===== src/rtl/pipeline_hazard_ctrl.sv =====
// Hazard detection, operand forwarding and halt/drain sequencing for a
// five-stage in-order pipeline, plus a saturating stall-cycle counter.
module pipeline_hazard_ctrl #(
    parameter int NB_REG      = 5,
    parameter int DRAIN_DEPTH = 4,
    parameter int NB_CNT      = 16
) (
    input  logic              clock_i,
    input  logic              reset_i,
    input  logic              en_pipeline_i,
    input  logic              restart_i,
    input  logic [NB_REG-1:0] dec_rs_i,
    input  logic [NB_REG-1:0] dec_rt_i,
    input  logic              dec_uses_rs_i,
    input  logic              dec_uses_rt_i,
    input  logic              dec_is_branch_i,
    input  logic              dec_halt_i,
    input  logic              branch_taken_i,
    input  logic [NB_REG-1:0] ex_rs_i,
    input  logic [NB_REG-1:0] ex_rt_i,
    input  logic [NB_REG-1:0] ex_rd_i,
    input  logic              ex_reg_write_i,
    input  logic              ex_mem_read_i,
    input  logic [NB_REG-1:0] mem_rd_i,
    input  logic              mem_reg_write_i,
    input  logic              mem_mem_read_i,
    input  logic [NB_REG-1:0] wb_rd_i,
    input  logic              wb_reg_write_i,
    output logic              pc_write_o,
    output logic              if_dec_write_o,
    output logic              if_dec_flush_o,
    output logic              dec_ex_bubble_o,
    output logic [1:0]        fwd_a_o,
    output logic [1:0]        fwd_b_o,
    output logic              dec_fwd_a_o,
    output logic              dec_fwd_b_o,
    output logic [1:0]        state_o,
    output logic              halted_o,
    output logic [NB_CNT-1:0] stall_count_o
);

    localparam int NB_DRN = (DRAIN_DEPTH > 1) ? $clog2(DRAIN_DEPTH) : 1;

    typedef enum logic [1:0] {
        RUN    = 2'b00,
        DRAIN  = 2'b01,
        HALTED = 2'b10
    } state_t;

    state_t            state, state_nxt;
    logic [NB_DRN-1:0] drn_cnt, drn_cnt_nxt;
    logic              halted_q;
    logic [NB_CNT-1:0] stall_cnt;

    logic load_use, branch_hazard, stall;

    // Register 0 is hardwired to zero, so it never aliases a producer.
    function automatic logic hit(input logic [NB_REG-1:0] a, input logic [NB_REG-1:0] b);
        return (a != '0) && (a == b);
    endfunction

    function automatic logic [1:0] fwd_sel(input logic [NB_REG-1:0] src);
        if (mem_reg_write_i && hit(mem_rd_i, src))
            return 2'b01;
        else if (wb_reg_write_i && hit(wb_rd_i, src))
            return 2'b10;
        else
            return 2'b00;
    endfunction

    assign fwd_a_o = fwd_sel(ex_rs_i);
    assign fwd_b_o = fwd_sel(ex_rt_i);

    assign dec_fwd_a_o = dec_is_branch_i && mem_reg_write_i && !mem_mem_read_i && hit(mem_rd_i, dec_rs_i);
    assign dec_fwd_b_o = dec_is_branch_i && mem_reg_write_i && !mem_mem_read_i && hit(mem_rd_i, dec_rt_i);

    logic ex_rd_used, mem_rd_used;
    assign ex_rd_used  = (dec_uses_rs_i && hit(ex_rd_i, dec_rs_i)) ||
                         (dec_uses_rt_i && hit(ex_rd_i, dec_rt_i));
    assign mem_rd_used = (dec_uses_rs_i && hit(mem_rd_i, dec_rs_i)) ||
                         (dec_uses_rt_i && hit(mem_rd_i, dec_rt_i));

    assign load_use      = ex_mem_read_i && ex_rd_used;
    // A branch compares in decode, so it must wait for an EX result or a pending load in MEM.
    assign branch_hazard = dec_is_branch_i &&
                           ((ex_reg_write_i && ex_rd_used) || (mem_mem_read_i && mem_rd_used));
    assign stall         = (state == RUN) && (load_use || branch_hazard);

    always_comb begin
        state_nxt       = state;
        drn_cnt_nxt     = drn_cnt;
        pc_write_o      = 1'b0;
        if_dec_write_o  = 1'b0;
        if_dec_flush_o  = 1'b0;
        dec_ex_bubble_o = 1'b1;
        case (state)
            RUN: begin
                if (!stall) begin
                    pc_write_o      = 1'b1;
                    if_dec_write_o  = 1'b1;
                    dec_ex_bubble_o = 1'b0;
                    if_dec_flush_o  = branch_taken_i;
                    if (dec_halt_i) begin
                        state_nxt   = DRAIN;
                        drn_cnt_nxt = NB_DRN'(DRAIN_DEPTH - 1);
                    end
                end
            end
            DRAIN: begin
                if (drn_cnt == '0)
                    state_nxt = HALTED;
                else
                    drn_cnt_nxt = drn_cnt - 1'b1;
            end
            HALTED: begin
                if (restart_i)
                    state_nxt = RUN;
            end
            default: state_nxt = RUN;
        endcase
    end

    always_ff @(posedge clock_i) begin
        if (reset_i) begin
            state     <= RUN;
            drn_cnt   <= '0;
            halted_q  <= 1'b0;
            stall_cnt <= '0;
        end else if (en_pipeline_i) begin
            state    <= state_nxt;
            drn_cnt  <= drn_cnt_nxt;
            halted_q <= (state_nxt == HALTED);
            if (stall && !(&stall_cnt))
                stall_cnt <= stall_cnt + 1'b1;
        end
    end

    assign state_o       = state;
    assign halted_o      = halted_q;
    assign stall_count_o = stall_cnt;

endmodule


===== config.mk =====
export PLATFORM = sky130hd
export DESIGN_NAME = pipeline_hazard_ctrl
export DESIGN_NICKNAME = d
export VERILOG_FILES = /design/src/rtl/pipeline_hazard_ctrl.sv
export SDC_FILE = /design/constraint.sdc
export NUM_CORES = 1
export LEC_CHECK = 0
export ABC_AREA = 1
export CAP_MARGIN = 20
export CORE_UTILIZATION = 47
export CTS_CLUSTER_DIAMETER = 40
export DETAILED_ROUTE_END_ITERATION = 6
export MAX_ROUTING_LAYER = met4
export PLACE_DENSITY_LB_ADDON = 0.12
export SETUP_SLACK_MARGIN = 0.2
export SLEW_MARGIN = 10
export SYNTH_ARGS = -nofsm -noshare
export SYNTH_HDL_FRONTEND = slang
export SYNTH_SLANG_ARGS = --single-unit
export TNS_END_PERCENT = 10

===== constraint.sdc =====
create_clock -name clock_i -period 4.8 [get_ports clock_i]
set_clock_uncertainty 0.2 [all_clocks]
set_input_delay 0.72 -clock clock_i [delete_from_list [all_inputs] [get_ports clock_i]]
set_output_delay 0.72 -clock clock_i [all_outputs]
set_load 0.05 [all_outputs]

==> summary.md, run 1 <==
| Metric | Value |
|---|---|
| Status | `completed` |
| Skew-Pair Late Insertion Delay | `0.26 ns` |
| CTS tree | `built` |
| Synth top area cells | `dfxtp_1 (22%), nand2_1 (15%), xor2_1 (10%), nand4_1 (7.1%), inv_1 (7.0%)` |
| Grt peak-use layer | `met2` |
| WP data arrival | `3.30 ns` |
| M2 GR Usage | `42.6%` |
| Worst slew pin tran | `0.812 ns` |
| Hold_buf cts | `0` |
| Post-DRT Antenna Nets | `0` |
| Post-synthesis cell type count | `33` |
| Cts bufs inserted | `3` |
| Final slew viol count | `0` |
| Fraction of registers with async set/reset | `0%` |
| Fin. Hold Viols | `0` |
| Initial core utilization | `50.9%` |
| Post-synth EDFFs | `0` |
| Worst-path clk slew | `0.07 ns` |
| CP max FO | `19` |
| Cell accounting for the most synthesized area | `dfxtp_1` |
| Commonest cells in the netlist | `nand2_1 (75), inv_1 (36), nor2_1 (36)` |
| Crit path capture type | `primary output` |
| Clk sink count | `21` |
| Worst min path class | `reg2reg` |
| Area grow syn2layout | `42.1%` |
| Core Region | `3800 um2` |
| Vias per inst | `5.31` |
| Mean post-synth cell area | `6.24 um2` |
| I/O Buffers | `77` |
| Vias in the first global route | `2014` |
| WL/cell | `12.0 um` |
| Final setup fails | `0` |
| Met1 GRT Util | `32.3%` |
| Sequential share of the synthesized area | `21.7%` |
| Die span in x | `66.1 um` |
| Max_cap viols | `0` |
| YS warnings | `0` |
| Fmax | `0.237 GHz` |
| Antenna Cells | `0` |
| Remaining Overflow, GRT | `0` |
| CTS root buf | `clkbuf_8` |
| Drt first pass iters | `4` |
| Tmin final | `4.22 ns` |
| Hold Worst Slack | `0.279 ns` |
| Initial antenna violation count | `0` |
| Fin nets | `433` |
| Primary FF master, synth | `dfxtp_1` |
| GR Util met3 | `4.48%` |
| Yosys top cell area share | `21.7%` |
| RSZ-0062 raised after global routing | `no` |
| Setup Fix Bufs, Post-CTS | `0` |
| Final Cycle Share | `87.9%` |
| Resize count post-CTS | `0` |
| Detailed-route wire length | `5150 um` |
| Max_slew headroom | `45.9%` |
| LEAKAGE | `1.06 nW` |
| Mapped Nets | `361` |
| Critical Path RT | `3.88 ns` |
| Ports | `78` |
| Most instantiated library cell after synthesis | `nand2_1` |
| Worst VDD drop | `0.000172 V` |
| Share of cells above drive strength 1 | `3.94%` |
| Synth Register Bits | `21` |
| Total die area | `4370 um2` |
| Drt drc | `0` |
| Maximum clock insertion buffer count | `2` |
| Pwr dens | `166 nW/um2` |
| Cell row count | `22` |
| Die Ht | `66.1 um` |
| GP Congestion | `0.882` |
| All-Layer GR Usage | `25.2%` |
| Starting DRT DRC Count | `143` |
| First-pass GRT wire length | `8600 um` |
| Synthesized cell area | `1930 um2` |
| Syn Inst Count | `310` |
| Via count | `2279` |
| Largest net degree at the start of global routing | `21` |
| Crit path kind | `in2out` |
| Sum Neg Setup Slack | `0 ns` |
| Nature of the critical path startpoint | `input port` |
| H-tree levels | `1` |
| DP HPWL | `4000 um` |
state kept, by name (all words and copies together), names as in the netlist:
signal,flops
halted_o,1
stall_count_o,16
state_o,2
drn_cnt,2
cell usage in the layout (no fill, tap or decap), types with 2 or more instances in the layout:
master           instances
or2_2                    2
dfxtp_1                 21
a21oi_1                 26
o21ai_0                  9
nor4_1                   3
ha_1                     2
xor2_1                  22
nand3_1                 12
clkdlybuf4s50_1         77
nand2_1                 75
nor3_1                   8
xnor2_1                 10
inv_1                   36
nor2_1                  36
nand4_1                 22
clkbuf_8                 3
o2111ai_1                2
cell type report:
class,count,area [um2]
inverters,36,135
repair buffers,78,778
well taps,48,60.1
clock buffers,4,45.0
flip-flops and latches,21,420
multi-input cells,242,1310
fillers,342,1050
logic make-up after synthesis:
group,synth area share [%]
and+or+nand+nor,39.9
buffers and inverters,10.6
AOI/OAI and AO/OA,11.9
xor gates and xnor gates,14.5
DFF,21.7
adders and majority gates,1.29
stage by stage:
stage / instance area (um2) / power (mW) / worst slack (ns) / instances / util [%]
2_1_floorplan: 1930 / 0.274 / 0.385 / 310 / -
3_3_place_gp: 2690 / 0.339 / 0.627 / 424 / 70.9
3_5_place_dp: 2690 / 0.341 / 0.558 / 424 / 70.9
4_1_cts: 2740 / 0.456 / 0.560 / 428 / 72.1
5_1_grt: 2750 / 0.481 / 0.386 / 429 / 72.3
6_report: 2750 / 0.455 / 0.582 / 429 / 72.3
worst paths after layout:
check             cells after the start  slack [ns]                           from                            end
setup / recovery                     12        0.58                    mem_rd_i[0]                 if_dec_flush_o
hold reg to reg                       2        0.28          halted_o$_SDFFE_PP0P_          halted_o$_SDFFE_PP0P_
hold / removal                        2        0.28          halted_o$_SDFFE_PP0P_          halted_o$_SDFFE_PP0P_
setup reg to reg                      9        2.32  stall_count_o[0]$_SDFFE_PP0P_  stall_count_o[9]$_SDFFE_PP0P_
critical path: stages:
cell and delay [ns]:
clkdlybuf4s50_1 0.53, or2_4 0.31, nor2_4 0.14, nor2_1 0.07, nand3_1 0.08, nand2_1 0.06, nand2_2 0.07, nand2_4 0.15
nor3_2 0.20, inv_1 0.08, nor2_1 0.09, clkdlybuf4s50_1 0.80
where the power goes:
part,leakage [nW],internal (mW),switching (mW)
clock,0.0228,0.0591,0.0568
sequential,0.170,0.177,0.00304
combinational,0.866,0.0725,0.0864
total,1.06,0.309,0.146
layer usage:
metal	vias to the layer above	share of wire, %	wire length [um]
met5	-	0	0
met4	0	0.70	36
met3	4	6.2	317
met2	80	45	2340
met1	1032	48	2460
li1	1163	-	-
Power figures use the tool's default switching activity.
==> run 2, diff against run 1 <==
Settings changed: CORE_MARGIN set to 2.
==> run 2 against run 1 <==
Hold slack lost 0.0074 ns. Final area up 0.14%. Global-route usage fell by 1.2 points. Setup slack improved by 0.012 ns. Sequential power about the same. Wire length rose by 2.7%. Count of clock-buffer cells in the layout down 1. Total power about the same. Core utilization is 3.0 points lower. First-iteration DRC count shrank 15%. Critical path depth did not move. Via count fell by 2.7%.
==> summary.md, run 2 (same netlist as run 1, synthesis figures left out) <==
| Metric | Value |
|---|---|
| Maximum clock insertion buffer count | `2 (unchanged)` |
| Crit path capture type | `primary output` |
| CTS tree | `built` |
| Starting DRT DRC Count | `121 (-15%)` |
| Final slew viol count | `0 (unchanged)` |
| Initial antenna violation count | `0 (unchanged)` |
| Cell row count | `23 (+4.5%)` |
| H-tree levels | `1 (unchanged)` |
| Die Ht | `68.1 um (+3.0%)` |
| Core Region | `3970 um2 (+4.5%)` |
| Crit path max-delay family | `buffers and inverters` |
| WL/cell | `12.3 um (+2.2%)` |
| Final setup fails | `0 (unchanged)` |
| Max_slew headroom | `47.4% (+1.5 points)` |
| Reg area | `420 um2 (unchanged)` |
| Remaining Overflow, GRT | `0 (unchanged)` |
| Critical Path RT | `3.88 ns (about the same)` |
| Tmin final | `4.21 ns (-0.0125 ns)` |
| Status | `completed` |
| Worst Slack Setup Final | `0.594 ns (+0.0125 ns)` |
| Most common cell after layout, fill and taps aside | `clkdlybuf4s50_1` |
| Buffer and inverter count on the worst path | `3 (unchanged)` |
| Vias in the first global route | `1957 (-2.8%)` |
| Dpl ws | `0.576 ns (+0.0183 ns)` |
| Drt first pass iters | `5 (+1)` |
| CTS root buf | `clkbuf_8` |
| Worst path cell trace | `clkdlybuf4s50_1 > or2_4 > nor2_4 > nor2_1 > nand3_1 > nand2_1 > nand2_2 > nand2_4 > nor3_2 > inv_1 > nor2_1 > clkdlybuf4s50_1` |
| CP max FO | `19 (unchanged)` |
| Nature of the critical path startpoint | `input port` |
| All-Layer GR Usage | `24.0% (-1.2 points)` |
| Die span in x | `68.1 um (+3.0%)` |
| CP max stage cell | `clkdlybuf4s50_1` |
| Layout fillers | `376 (+9.9%)` |
| Area grow syn2layout | `42.3%` |
| Worst min path class | `reg2reg` |
| DP HPWL | `4230 um (+5.6%)` |
| Clk sink count | `21 (unchanged)` |
| I/O Buffers | `77 (unchanged)` |
| Fin nets | `433 (unchanged)` |
| Max_cap viols | `0 (unchanged)` |
| Resize count post-CTS | `0 (unchanged)` |
| LEAKAGE | `1.06 nW (+0.26%)` |
| Antenna Cells | `0 (unchanged)` |
| CP Depth | `12 (unchanged)` |
| Worst slew pin tran | `0.789 ns (-0.0227 ns)` |
| FF-to-FF path depth | `9 (unchanged)` |
| Largest register FFs | `16 (unchanged)` |
| Area of the multi-input gates | `1310 um2 (unchanged)` |
| Crit path kind | `in2out` |
| Pwr dens | `166 nW/um2 (about the same)` |
| Commonest cells after routing, fill and taps aside | `clkdlybuf4s50_1 (77), nand2_1 (75), inv_1 (36), nor2_1 (36), a21oi_1 (26)` |
| Final Util | `69.3% (-3.0 points)` |
| WP data arrival | `3.29 ns (about the same)` |
| Hold Worst Slack | `0.271 ns (-0.00739 ns)` |
| Fin. Hold Viols | `0 (unchanged)` |
| CP peak stage delay | `0.80 ns (about the same)` |
| Total die area | `4640 um2 (+6.1%)` |
| Setup Fix Bufs, Post-CTS | `0 (unchanged)` |
| Worst-path clk slew | `0.08 ns (about the same)` |
| Post-DRT Antenna Nets | `0 (unchanged)` |
| RSZ-0062 raised after global routing | `no` |
| Cts bufs inserted | `3 (unchanged)` |
| Worst VDD drop | `0.000173 V (+0.73%)` |
| Drt drc | `0 (unchanged)` |
| Detailed-route wire length | `5290 um (+2.7%)` |
| Sum Neg Setup Slack | `0 ns (unchanged)` |
| GP Congestion | `0.870 (-1.4%)` |
| Ports | `78 (unchanged)` |
| Vias per inst | `5.14 (-3.2%)` |
| Share of cells above drive strength 1 | `4.20% (+0.26 points)` |
| Final Cycle Share | `87.6% (-0.26 points)` |
| Largest net degree at the start of global routing | `21 (unchanged)` |
| Skew-Pair Late Insertion Delay | `0.26 ns (about the same)` |
| Hold path cells | `2 (unchanged)` |
| First-pass GRT wire length | `8460 um (-1.7%)` |
| Fmax | `0.238 GHz (+0.30%)` |
| Hold_buf cts | `0 (unchanged)` |
| Via count | `2217 (-2.7%)` |
| Initial core utilization | `48.7% (-2.2 points)` |
==> run 2: per-stage QoR <==
stage | cells | cell area (um2) | power, mW
after detailed placement | 427 | 2700 | 0.343
final | 431 | 2750 | 0.456
after floorplan | 310 | 1930 | 0.274
after global routing | 431 | 2750 | 0.482
after global placement | 427 | 2700 | 0.340
after CTS | 431 | 2750 | 0.460
==> run 2: per-layer routing <==
layer,wire length [um],GRT usage [%]
met4,44,4.00
met1,2540,30.9
met5,0,-
met3,275,3.29
met2,2430,40.5
==> run 2: cell type report <==
type	count	share of cell area, %
Clock buffer	3	1.50
Clock inverter	1	0.182
Inverter	36	4.91
Multi-Input combinational cell	242	47.5
Sequential cell	21	15.3
Tap cell	50	2.27
Timing Repair Buffer	78	28.3
==> run 2: worst paths after layout <==
path / startpoint / endpoint / slack, ns
setup reg to reg: stall_count_o[0]$_SDFFE_PP0P_ / stall_count_o[1]$_SDFFE_PP0P_ / 2.36
hold reg to reg: halted_o$_SDFFE_PP0P_ / halted_o$_SDFFE_PP0P_ / 0.27
setup / recovery: mem_rd_i[1] / if_dec_flush_o / 0.59
hold / removal: halted_o$_SDFFE_PP0P_ / halted_o$_SDFFE_PP0P_ / 0.27
==> run 2: worst min-delay path, delay by kind of cell, from the launching register on <==
kind	cells	cell delay [ns]
flip-flops	1	0.32
AND/OR/NAND/NOR	1	0.06
AO/OA/AOI/OAI	1	0.05
==> run 2: report_power, final <==
group | switching, mW | total [mW] | leakage, nW | internal, mW
Combinational | 0.0865 | 0.159 | 0.866 | 0.0724
Clock | 0.0584 | 0.116 | 0.0255 | 0.0579
Sequential | 0.00308 | 0.180 | 0.170 | 0.177
Total | 0.148 | 0.456 | 1.06 | 0.308
==> patch 1: new RTL, settings of run 1 <==
Set the parameter `DRAIN_DEPTH` to 8 (it was 4).
--- a/src/rtl/pipeline_hazard_ctrl.sv
+++ b/src/rtl/pipeline_hazard_ctrl.sv
@@ -2,7 +2,7 @@
 // five-stage in-order pipeline, plus a saturating stall-cycle counter.
 module pipeline_hazard_ctrl #(
     parameter int NB_REG      = 5,
-    parameter int DRAIN_DEPTH = 4,
+    parameter int DRAIN_DEPTH = 8,
     parameter int NB_CNT      = 16
 ) (
     input  logic              clock_i,
Function: changed (a bounded check fails within 10 cycles, from zero or initial values and one cycle with reset_i high).
==> patch 1 against run 1 <==
- wire length is 14% higher
- sequential cell count is 1 higher
- setup slack better by 0.10 ns
- non-clock buffer count is 1 lower
- largest power group unchanged
- via count is 3.3% higher
- power is 9.4% higher
- synthesized cell count is 4.5% higher
- critical endpoint unchanged
- sequential share of layout area is 0.22 points lower
- cell area is 6.3% higher
- synthesized area is 9.1% higher
- count of clock-buffer cells in the layout stayed put
- clock power is 20% higher
- core utilization is 1.9 points lower
==> patch 1: results (changes against run 1) <==
{
  "status": {
    "run_status": "complete, no violations"
  },
  "logic_synthesis": {
    "post_synth_most_frequent_cells": "70 x sky130_fd_sc_hd__nand2_1, 37 x sky130_fd_sc_hd__inv_1, 33 x sky130_fd_sc_hd__nor2_1",
    "yosys-top-cells-area": "sky130_fd_sc_hd__dfxtp_1 21%, sky130_fd_sc_hd__nand2_1 12%, sky130_fd_sc_hd__xor2_1 7.5%",
    "synth-seq-area-share": {"value": 20.89, "unit": "%", "change": "-0.86 points"},
    "syn-num-nets": {"value": 376, "change": "+4.2%"},
    "synthesis.yosys.warnings": {"value": 0, "change": "unchanged"},
    "synth.lib_cells_used.distinct": {"value": 35, "change": "+6.1%"}
  },
  "sta": {
    "timing_worst_slew_pin_value": {"value": 0.9467, "unit": "ns", "change": "+0.1352 ns"},
    "fin_crit_sh": {"value": 85.74, "unit": "%", "change": "-2.1 points"}
  },
  "placed_design": {
    "dp_hpwl": {"value": 4.689, "unit": "mm", "change": "+17%"},
    "dp_slack": {"value": 0.7006, "unit": "ns", "change": "+0.1427 ns"},
    "place.gp.congestion": {"value": 0.8815, "change": "about the same"},
    "postPlaceCellArea": {"value": 2864, "unit": "um^2", "change": "+6.3%"}
  },
  "power_and_ir_drop": {
    "power_leakage": {"value": 1.100, "unit": "nW", "change": "+4.0%"},
    "vdd.ir_drop.worst": {"value": 158.2, "unit": "uV", "change": "-7.8%"}
  },
  "setup_path": {
    "r2r_end": "stall_count_o[1]$_SDFFE_PP0P_",
    "worst-endpoint-arrival": {"value": 3.20, "unit": "ns", "change": "-0.10 ns"},
    "reg2reg_depth": {"value": 7, "change": "-2"},
    "critPathMaxFanout": {"value": 19, "change": "unchanged"},
    "critical_path.top_delay_family": "buffers and inverters",
    "register_to_register_setup_slack": {"value": 2.37, "unit": "ns", "change": "+0.05 ns"}
  },
  "drt": {
    "route.detailed.wl_per_inst": {"value": 13.19, "unit": "um", "change": "+9.8%"},
    "num_vias": {"value": 2355, "change": "+3.3%"},
    "drt_pre_antenna_iters": {"value": 5, "change": "+1"},
    "initialDrtViolationCount": {"value": 168, "change": "+17%"}
  },
  "global_routing": {
    "grt_usage": {"value": 26.95, "unit": "%", "change": "+1.7 points"},
    "gr-usage-met3": {"value": 4.112, "unit": "%", "change": "-0.37 points"},
    "wire_length_of_the_first_global_routing_pass": {"value": 9.370, "unit": "mm", "change": "+8.9%"},
    "first_global_vias": {"value": 2126, "change": "+5.6%"},
    "global_route.usage.met1": {"value": 33.76, "unit": "%", "change": "+1.5 points"},
    "met2_track_usage_gr": {"value": 45.51, "unit": "%", "change": "+2.9 points"}
  },
  "cells_and_area": {
    "nets": {"value": 448, "change": "+3.5%"},
    "proportion_of_layout_cells_with_a_drive_suffix_above_1": {"value": 10.13, "unit": "%", "change": "+6.2 points"},
    "fillCellCount": {"value": 368, "change": "+7.6%"},
    "antennaDiodeCount": {"value": 0, "change": "unchanged"}
  },
  "clock_network": {
    "cts_inserted_buffers": {"value": 3, "change": "unchanged"}
  }
}
[patch 1: changes by cell type in the layout (fill, tap and decap cells not counted), moves of 3 or more]
| cell | change |
|---|---|
| sky130_fd_sc_hd__a21oi_1 | -11 |
| sky130_fd_sc_hd__a21oi_2 | +10 |
| sky130_fd_sc_hd__inv_2 | +5 |
| sky130_fd_sc_hd__nand2_1 | -5 |
| sky130_fd_sc_hd__nand2_2 | +11 |
| sky130_fd_sc_hd__nor2_1 | -3 |
| sky130_fd_sc_hd__nor4_1 | +3 |
| sky130_fd_sc_hd__o21ai_0 | -5 |
| sky130_fd_sc_hd__o22ai_1 | +5 |
| sky130_fd_sc_hd__xor2_1 | -4 |
[patch 1: how the worst max path moves through the flow]
stage                      from              to  depth (start not counted)
global placement    mem_rd_i[2]  if_dec_flush_o                         13
floorplan           mem_rd_i[2]      fwd_a_o[1]                          6
CTS                 mem_rd_i[2]  if_dec_flush_o                         13
global route        mem_rd_i[3]  if_dec_flush_o                         14
detailed placement  mem_rd_i[2]  if_dec_flush_o                         13
finish              mem_rd_i[2]  if_dec_flush_o                         13
[patch 1: cell families (layout without fill, tap and decap cells)]
kind of cell	Yosys count	count (layout)	synth area share, %
simple gates	175	175	40.30
compound gates	42	42	13.41
xor+xnor	30	30	12.46
flops	22	22	20.89
fa+ha+maj	3	3	1.781
buf+inv	52	123	11.16
[patch 1: worst register-to-register path, delay by kind of cell, from the launching register on]
kind	cells	cell delay, ns
AO/OA/AOI/OAI	2	0.75
AND/OR/NAND/NOR	4	0.67
flip-flops	1	0.37
adder cells (fa/ha/maj)	1	0.28
[patch 1: routing by layer]
metal | vias up | routed length, um
met5 | - | 0
met1 | 1080 | 2842
met2 | 52 | 2789
li1 | 1217 | -
met3 | 6 | 190
met4 | 0 | 47
[patch 1: area by class of cell]
| type | count | area (um^2) | share of cell area, % |
|---|---|---|---|
| Clock buffer | 4 | 55.05 | 1.886 |
| Inverter | 42 | 157.7 | 5.401 |
| Sequential cell | 22 | 440.4 | 15.09 |
| Multi-Input combinational cell | 250 | 1433 | 49.08 |
| Tap cell | 50 | 62.56 | 2.143 |
| Timing Repair Buffer | 77 | 770.7 | 26.40 |
[patch 1: power by group]
part,total [mW],switching [mW],internal (mW)
registers,0.190,0.00366,0.186
logic,0.169,0.0941,0.0753
clock network,0.139,0.0653,0.0734
[patch 1: per-stage QoR]
step	hold WS, ns	std cells
5_1_grt	0.3009	445
2_1_floorplan	0.2516	324
3_5_place_dp	0.2642	441
6_report	0.2746	445
3_3_place_gp	0.2583	441
4_1_cts	0.2791	445
==> patch 2: new RTL, flow settings as in run 1 <==
Made on the original files. Reset style: asynchronous (`reset_i`), changed in one clocked block.
--- a/src/rtl/pipeline_hazard_ctrl.sv
+++ b/src/rtl/pipeline_hazard_ctrl.sv
@@ -120,7 +120,7 @@
         endcase
     end
 
-    always_ff @(posedge clock_i) begin
+    always_ff @(posedge clock_i or posedge reset_i) begin
         if (reset_i) begin
             state     <= RUN;
             drn_cnt   <= '0;
Behaviour: differs if reset_i is asserted again (counterexample within 4 cycles, from zero or initial values and one cycle with reset_i high); with reset_i held inactive, the same outputs for 10 cycles.
==> patch 2 against run 1 <==
- cell area rose by 2.9%
- hold slack improved by 0.0096 ns
- synthesized area rose by 3.8%
- sequential cell count did not move
- setup slack improved by 0.097 ns
- wire length rose by 0.52%
- maximum frequency rose by 2.3%
- critical path type unchanged
Power is not compared: it rests on default switching activity, and its combinational part moved more than twofold at a synthesized area within 25%.
==> patch 2: results (changes against run 1) <==
{
  "setup_path": {
    "critPathMaxFanout": {"value": 5, "change": "-14"},
    "register_to_register_setup_slack": {"value": 2.47, "unit": "ns", "change": "+0.15 ns"},
    "worst-endpoint-arrival": {"value": 3.20, "unit": "ns", "change": "-0.10 ns"}
  },
  "cells_and_area": {
    "proportion_of_layout_cells_with_a_drive_suffix_above_1": {"value": 4.865, "unit": "%", "change": "+0.93 points"}
  },
  "global_routing": {
    "first_global_vias": {"value": 1884, "change": "-6.5%"},
    "grt_usage": {"value": 24.74, "unit": "%", "change": "-0.47 points"},
    "wire_length_of_the_first_global_routing_pass": {"value": 8.418, "unit": "mm", "change": "-2.2%"},
    "largest_net_degree_at_the_start_of_global_routing": {"value": 22, "change": "+4.8%"}
  },
  "sta": {
    "timing_worst_slew_pin_value": {"value": 0.7964, "unit": "ns", "change": "-0.01516 ns"}
  },
  "logic_synthesis": {
    "yosys.area.top_type": "sky130_fd_sc_hd__dfrtp_1",
    "synth_compound_gate_area_share": {"value": 8.734, "unit": "%", "change": "-3.2 points"},
    "synth_top_area_share": {"value": 26.20, "unit": "%", "change": "+4.5 points"},
    "ys.flop_type": "sky130_fd_sc_hd__dfrtp_1",
    "fraction_of_synthesized_cell_area_in_xor_and_xnor_cells": {"value": 14.41, "unit": "%", "change": "-0.088 points"},
    "netlist_instances": {"value": 298, "change": "-3.9%"},
    "postSynth.asyncResetShare": {"value": 100.0, "unit": "%", "change": "+100 points"},
    "post_synth_most_frequent_cells": "87 x sky130_fd_sc_hd__nand2_1, 31 x sky130_fd_sc_hd__inv_1, 29 x sky130_fd_sc_hd__nor2_1",
    "synth-seq-area-share": {"value": 26.20, "unit": "%", "change": "+4.5 points"},
    "yosys-top-cells-area": "sky130_fd_sc_hd__dfrtp_1 26%, sky130_fd_sc_hd__nand2_1 16%, sky130_fd_sc_hd__xnor2_1 7.9%",
    "yosys.area_share.adder": {"value": 1.248, "unit": "%", "change": "-0.047 points"},
    "synth.lib_cells_used.distinct": {"value": 38, "change": "+15%"}
  },
  "placed_design": {
    "place.detailed.instances": {"value": 416, "change": "-1.9%"},
    "dp_hpwl": {"value": 4.178, "unit": "mm", "change": "+4.4%"}
  },
  "drt": {
    "initialDrtViolationCount": {"value": 146, "change": "+2.1%"},
    "route.detailed.wl_per_inst": {"value": 12.33, "unit": "um", "change": "+2.7%"},
    "num_vias": {"value": 2177, "change": "-4.5%"},
    "via_per_inst": {"value": 5.183, "change": "-2.4%"}
  },
  "status": {
    "run_status": "complete, no violations"
  }
}
==> patch 2: path summary, 6_finish.rpt <==
kind / start / endpoint / cells past startpoint
setup / recovery: mem_rd_i[0] / if_dec_flush_o / 12
hold / removal: halted_o$_DFFE_PP0P_ / halted_o$_DFFE_PP0P_ / 2
setup reg to reg: stall_count_o[0]$_DFFE_PP0P_ / stall_count_o[13]$_DFFE_PP0P_ / 7
hold reg to reg: halted_o$_DFFE_PP0P_ / halted_o$_DFFE_PP0P_ / 2
max in group asynchronous: reset_i / stall_count_o[10]$_DFFE_PP0P_ / 2
min in group asynchronous: reset_i / stall_count_o[13]$_DFFE_PP0P_ / 2
==> patch 2: cells by family after synthesis <==
family                   count (synthesis)
AND/OR/NAND/NOR                        172
buffers and inverters                   45
XOR/XNOR                                33
AO/OA/AOI/OAI                           25
flip-flops                              21
adder cells (fa/ha/maj)                  2
==> patch 2: stage by stage <==
stage | utilization [%] | worst slack, ns | hold slack, ns | instance area, um^2 | power (mW)
after floorplan | - | 0.4148 | 0.2588 | 2006 | 0.5170
after global placement | 68.55 | 0.7184 | 0.2727 | 2781 | 0.6563
after detailed placement | 68.55 | 0.6479 | 0.2709 | 2781 | 0.6613
after CTS | 69.66 | 0.6416 | 0.2954 | 2826 | 0.7820
after global routing | 69.66 | 0.5194 | 0.3304 | 2826 | 0.8249
final | 69.66 | 0.6787 | 0.2882 | 2826 | 0.7755
==> patch 2: area by class of cell <==
| cell class | count | area, um^2 |
|---|---|---|
| timing repair buffer | 77 | 770.7 |
| tap | 50 | 62.56 |
| sequential | 21 | 525.5 |
| multi-input combinational | 232 | 1287 |
| clock buffer | 4 | 45.04 |
| inverter | 36 | 135.1 |
| fill | 353 | 1231 |
==> patch 2: layer usage <==
| layer | track usage, % | wire length [um] | vias to the layer above |
|---|---|---|---|
| li1 | - | - | 1126 |
| met1 | 34.33 | 2548 | 979 |
| met2 | 38.75 | 2306 | 67 |
| met3 | 4.054 | 297 | 5 |
| met4 | 2.660 | 27 | 0 |
| met5 | - | 0 | - |
==> patch 2: power groups by stage <==
stage | Sequential (mW) | Clock, mW | Combinational (mW)
finish | 0.231 | 0.118 | 0.427
global route | 0.234 | 0.130 | 0.461
CTS | 0.231 | 0.122 | 0.429
detailed placement | 0.233 | 0 | 0.428
global placement | 0.233 | 0 | 0.423
floorplan | 0.292 | 0 | 0.225
